==> config.mk <==
export PLATFORM = sky130hd
export DESIGN_NAME = iterative_mul_div_unit
export DESIGN_NICKNAME = d
export VERILOG_FILES = /design/src/rtl/iterative_mul_div_unit.sv
export SDC_FILE = /design/constraint.sdc
export NUM_CORES = 2
export LEC_CHECK = 0
export CORE_AREA = 2 2 320 322
export CTS_BUF_LIST = sky130_fd_sc_hd__clkbuf_4 sky130_fd_sc_hd__clkbuf_8
export DETAILED_ROUTE_END_ITERATION = 8
export DIE_AREA = 0 0 322 324
export PLACE_DENSITY = 0.77
export SYNTH_ARGS = -nofsm -noshare
export SYNTH_HDL_FRONTEND = slang
export SYNTH_SLANG_ARGS = --single-unit
==> constraint.sdc <==
create_clock -name clock -period 11.1 [get_ports clock]
set_input_delay 2.22 -clock clock [delete_from_list [all_inputs] [get_ports clock]]
set_output_delay 2.22 -clock clock [all_outputs]
set_load 0.05 [all_outputs]
==> src/rtl/iterative_mul_div_unit.sv <==
// iterative_mul_div_unit: HI/LO multiply/restoring-divide unit with cancel; MDU_MADD_EN enables MADD/MSUB ops 8-11
module iterative_mul_div_unit #(
    parameter int WIDTH       = 32,
    parameter int MUL_LATENCY = 5
) (
    input  logic             clock,
    input  logic             reset,
    input  logic [3:0]       op,
    input  logic             start,
    input  logic             cancel,
    input  logic [WIDTH-1:0] operand_a,
    input  logic [WIDTH-1:0] operand_b,
    output logic             busy,
    output logic             done,
    output logic             div_by_zero,
    output logic [WIDTH-1:0] read_data
);
    localparam logic [3:0] OP_RD_HI = 4'd0;
    localparam logic [3:0] OP_RD_LO = 4'd1;
    localparam logic [3:0] OP_WR_HI = 4'd2;
    localparam logic [3:0] OP_WR_LO = 4'd3;
    localparam int CNT_MAX = WIDTH > MUL_LATENCY ? WIDTH : MUL_LATENCY;
    localparam int CW = $clog2(CNT_MAX + 1);

    typedef enum logic [1:0] {IDLE, MUL, DIV, FIX} state_t;
    state_t state, state_next;

    logic [WIDTH-1:0]   hi, lo, a_q, b_q, rem;
    logic [CW-1:0]      count;
    logic               uns_q, dz, neg_q, neg_r;
    logic               is_mul, is_div, sdiv, accept, last, take, mul_fin, fix_fin;
    logic [WIDTH:0]     rem_sh, rem_sub;
    logic [2*WIDTH-1:0] ext_a, ext_b, prod, mul_res;

`ifdef MDU_MADD_EN
    logic acc_q, sub_q;
    assign is_mul  = op == 4'd4 || op == 4'd5 || (op >= 4'd8 && op <= 4'd11);
    assign mul_res = acc_q ? (sub_q ? {hi, lo} - prod : {hi, lo} + prod) : prod;
`else
    assign is_mul  = op == 4'd4 || op == 4'd5;
    assign mul_res = prod;
`endif
    assign is_div  = op == 4'd6 || op == 4'd7;
    assign sdiv    = is_div && !op[0];
    assign accept  = state == IDLE && start && !cancel && (is_mul || is_div);
    assign last    = count == CW'(1);
    assign mul_fin = state == MUL && last && !cancel;
    assign fix_fin = state == FIX && !cancel;
    assign busy    = state != IDLE;

    assign ext_a = uns_q ? {{WIDTH{1'b0}}, a_q} : {{WIDTH{a_q[WIDTH-1]}}, a_q};
    assign ext_b = uns_q ? {{WIDTH{1'b0}}, b_q} : {{WIDTH{b_q[WIDTH-1]}}, b_q};
    assign prod  = ext_a * ext_b;

    // a_q doubles as the dividend/quotient shift register during DIV
    assign rem_sh  = {rem, a_q[WIDTH-1]};
    assign rem_sub = rem_sh - {1'b0, b_q};
    assign take    = !rem_sub[WIDTH];

    assign read_data = op == OP_RD_HI ? hi : op == OP_RD_LO ? lo : '0;

    always_ff @(posedge clock) begin
        if (reset) state <= IDLE;
        else       state <= state_next;
    end

    always_comb begin
        state_next = state;
        if (cancel && state != IDLE) state_next = IDLE;
        else begin
            unique case (state)
                IDLE: if (accept) state_next = is_div ? DIV : MUL;
                MUL:  if (last) state_next = IDLE;
                DIV:  if (last) state_next = FIX;
                FIX:  state_next = IDLE;
            endcase
        end
    end

    always_ff @(posedge clock) begin
        if (reset) begin
            hi          <= '0;
            lo          <= '0;
            done        <= 1'b0;
            div_by_zero <= 1'b0;
            count       <= '0;
        end else begin
            done <= mul_fin || fix_fin;
            if (accept) begin
                uns_q       <= op[0];
`ifdef MDU_MADD_EN
                acc_q       <= op[3];
                sub_q       <= op[1];
`endif
                count       <= is_div ? CW'(WIDTH) : CW'(MUL_LATENCY);
                div_by_zero <= 1'b0;
                rem         <= '0;
                dz          <= operand_b == '0;
                neg_q       <= sdiv && (operand_a[WIDTH-1] ^ operand_b[WIDTH-1]);
                neg_r       <= sdiv && operand_a[WIDTH-1];
                a_q         <= sdiv && operand_a[WIDTH-1] ? -operand_a : operand_a;
                b_q         <= sdiv && operand_b[WIDTH-1] ? -operand_b : operand_b;
            end else if (state == DIV) begin
                count <= count - CW'(1);
                rem   <= take ? rem_sub[WIDTH-1:0] : rem_sh[WIDTH-1:0];
                a_q   <= {a_q[WIDTH-2:0], take};
            end else if (state == MUL) count <= count - CW'(1);
            if (mul_fin) {hi, lo} <= mul_res;
            if (fix_fin) begin
                if (dz) div_by_zero <= 1'b1;
                else begin
                    lo <= neg_q ? -a_q : a_q;
                    hi <= neg_r ? -rem : rem;
                end
            end
            if (state == IDLE && op == OP_WR_HI) hi <= operand_a;
            if (state == IDLE && op == OP_WR_LO) lo <= operand_a;
        end
    end
endmodule

==> results.yml <==
status:
  status: "finished, violations left"
  violations: "capacitance limit, slew limit"
global_route:
  grt_first_pass_wirelength_um: 306000
  grt_antenna_before_repair: 7
  gr-total-overflow: 0
  grt_pass1_vias: 49400
  grt_use_total: 0.399
  grt_max_degree: 71
die:
  rows: 117
  die_h_um: 324
  die_x_um: 322
  start_util: 0.596
  dieArea_um2: 104000
  ioPinCount: 107
  core-area_um2: 101000
timing:
  slew_headroom: -0.00913
  max_freq_ghz: 0.0947
  post-route-period-util: 0.951
  worst_pin_slew_ns: 1.51
  hold_viol: 0
  setup-violations-final: 0
  drv_slew: 28
  rsz0062_at_grt: "false"
  layout_setup_ws_ns: 0.544
  fin_setup_tns_ns: 0
  worst_hold_slack_ns: 0.528
  fin_crit_ns: 10.56
  fin_worst_skew_ns: 0.0343
setup_path:
  rr_startpoint: "b_q[5]$_DFFE_PP_"
  crit_path_max_fanout: 23
  arrival_ns: 11.08
  endpoint_kind: "flip-flop"
  crit_required_ns: 11.62
  crit_path_start: "b_q[5]$_DFFE_PP_"
  cp_slowest_cell: "edfxtp_1"
  start_kind: "flip-flop"
  max_stage_delay_ns: 1.16
  crit_top_cell: "fa_1"
  path_class: "flip-flop to flip-flop"
finish:
  area_growth_pct: 4.90
  fin_cells: 7824
  fillCellCount: 8417
  drive_above_1_share: 0.0333
  nNetsFinal: 8337
clocking:
  path_clk_slew_ns: 0.14
  numCtsBuffers: 17
  htree_levels: 4
  cts_root_buf: "clkbuf_8"
  clkSinkCount: 174
  cts_max_path_buffers: 2
  ctsHoldBuffers: 0
  cts_resized: 0
  postCtsSetupRepairBufs: 0
  clk_latency_ns: 0.62
  cts_tree: "yes"
synth:
  synth_top_area_share: 0.473
  synth-xor-area-share: 0.0380
  ys_types: 93
  synth-async-reset-ratio: 0
  synth_enable_flop_cells: 100
  synth-warning-count: 0
  synth.mux.area_fraction: 0.00119
  synth_seq_cells: 174
  synth_common_cells: "1586 x inv_1, 1420 x fa_1, 755 x nand2_1"
  netlist_area_um2: 60200
  synth_top_flop_cell: "edfxtp_1"
  synth_top_family_by_area: "adder cells"
  avgSynthCellArea_um2: 9.13
  yosys.area_share.simple: 0.141
  syn_nets: 8425
  yosysTopAreaCell: "fa_1"
  synthTopCellsByArea: "fa_1 47%, inv_1 9.9%, ha_1 7.2%"
  seq_area_frac_synth: 0.0745
  synth.most_common_cell: "inv_1"
  yosys.area_share.adder: 0.545
  synth_compound_area_frac: 0.0789
  syn_inst: 6586
drt:
  drt_wl_total_um: 199000
  drc: 0
  via_per_inst: 5.97
  drt-wirelength-per-cell_um: 25.5
  vias: 46700
  firstDrtPassIters: 8
  drt_iter0_drc: 4946
  drtAntennaViolNets: 0
placed_design:
  portBuffers: 106
  place_congestion: 1.03
  dp_cells: 7788
  hpwl_um: 166000
  pre_cts_ws_ns: 0.730
min_path:
  hp-class: "flip-flop to flip-flop"
  min_from: "hi[19]$_SDFF_PP0_"
run:
  max_cap_violations: 1
==> sequential cells by signal (all words and copies together) (netlist names) <==
name and cells:
a_q 32, b_q 32, count 6, div_by_zero 1
done 1, dz 1, hi 32, lo 32
neg_q 1, neg_r 1, rem 32, state 2
uns_q 1
==> worst max-delay path: cells and delay by family (launching register included) <==
kind                       cells  cell delay (ns)
and+or+nand+nor                4             0.95
buffers and inverters          6             0.66
DFF                            1             1.16
adders and majority gates     11             5.55
AOI/OAI and AO/OA              6             2.13
==> metrics by stage <==
stage	instance area, um2	utilization
6_report	63100	0.625
5_1_grt	63100	0.625
4_1_cts	63100	0.625
3_5_place_dp	62700	0.620
3_3_place_gp	62700	0.620
2_1_floorplan	60200	-
==> per-layer routing <==
metal | wire (um) | GRT usage | up-vias | part of all wire
li1 | - | - | 19600 | -
met1 | 73900 | 0.528 | 23600 | 0.37
met2 | 86500 | 0.603 | 2905 | 0.43
met3 | 27300 | 0.130 | 562 | 0.14
met4 | 11400 | 0.178 | 10 | 0.057
met5 | 64 | 0 | - | 0.00032
==> cell type report <==
| class | count | area (um2) | area share |
|---|---|---|---|
| tap | 1309 | 1640 | 0.0260 |
| inverter | 1588 | 5960 | 0.0945 |
| antenna | 4 | 10.0 | 0.000159 |
| timing repair buffer | 239 | 2130 | 0.0337 |
| clock buffer | 17 | 234 | 0.00371 |
| clock inverter | 15 | 214 | 0.00339 |
| multi-input combinational | 4478 | 48400 | 0.768 |
| sequential | 174 | 4480 | 0.0711 |
==> cells by family (layout without fill, tap and decap cells) <==
| group | Yosys count | after routing |
|---|---|---|
| xor gates and xnor gates | 261 | 261 |
| other | 0 | 4 |
| AOI/OAI and AO/OA | 712 | 712 |
| and+or+nand+nor | 1727 | 1727 |
| adders and majority gates | 1771 | 1771 |
| DFF | 174 | 174 |
| buffers and inverters | 1934 | 1859 |
| muxes | 7 | 7 |
==> worst paths after layout <==
kind | end | slack (ns) | cells after the start
setup / recovery | hi[28]$_SDFF_PP0_ | 0.54 | 27
hold / removal | hi[19]$_SDFF_PP0_ | 0.53 | 2
setup reg to reg | hi[28]$_SDFF_PP0_ | 0.54 | 27
hold reg to reg | hi[19]$_SDFF_PP0_ | 0.53 | 2
==> cells in the final DEF (no fill, tap or decap), types with 14 or more instances in the layout <==
master	synthesis	routed
ha_1	347	347
nor2b_1	15	15
a211oi_1	28	28
o21ai_0	119	119
and2_1	513	513
o31ai_1	33	33
and3_1	26	26
a21oi_1	181	180
nand4_1	15	15
o21a_1	14	14
clkbuf_8	0	17
o211ai_1	45	45
clkdlybuf4s50_1	0	105
o21ai_1	32	32
a21o_1	41	41
edfxtp_1	100	100
a22o_1	33	33
xor2_1	79	79
nor3_1	58	57
dfxtp_1	74	74
fa_1	1420	1420
or4_1	20	20
nor2_1	191	188
a31oi_1	26	26
nand3_1	34	34
nand2b_1	14	14
xnor2_1	182	182
or3_1	22	21
nand2_1	755	754
buf_4	0	127
o21bai_1	19	19
inv_1	1586	1586
o221ai_1	17	17
Power is not shown: default switching activity piles up to over one toggle a cycle in this logic, so the estimate is an artifact.
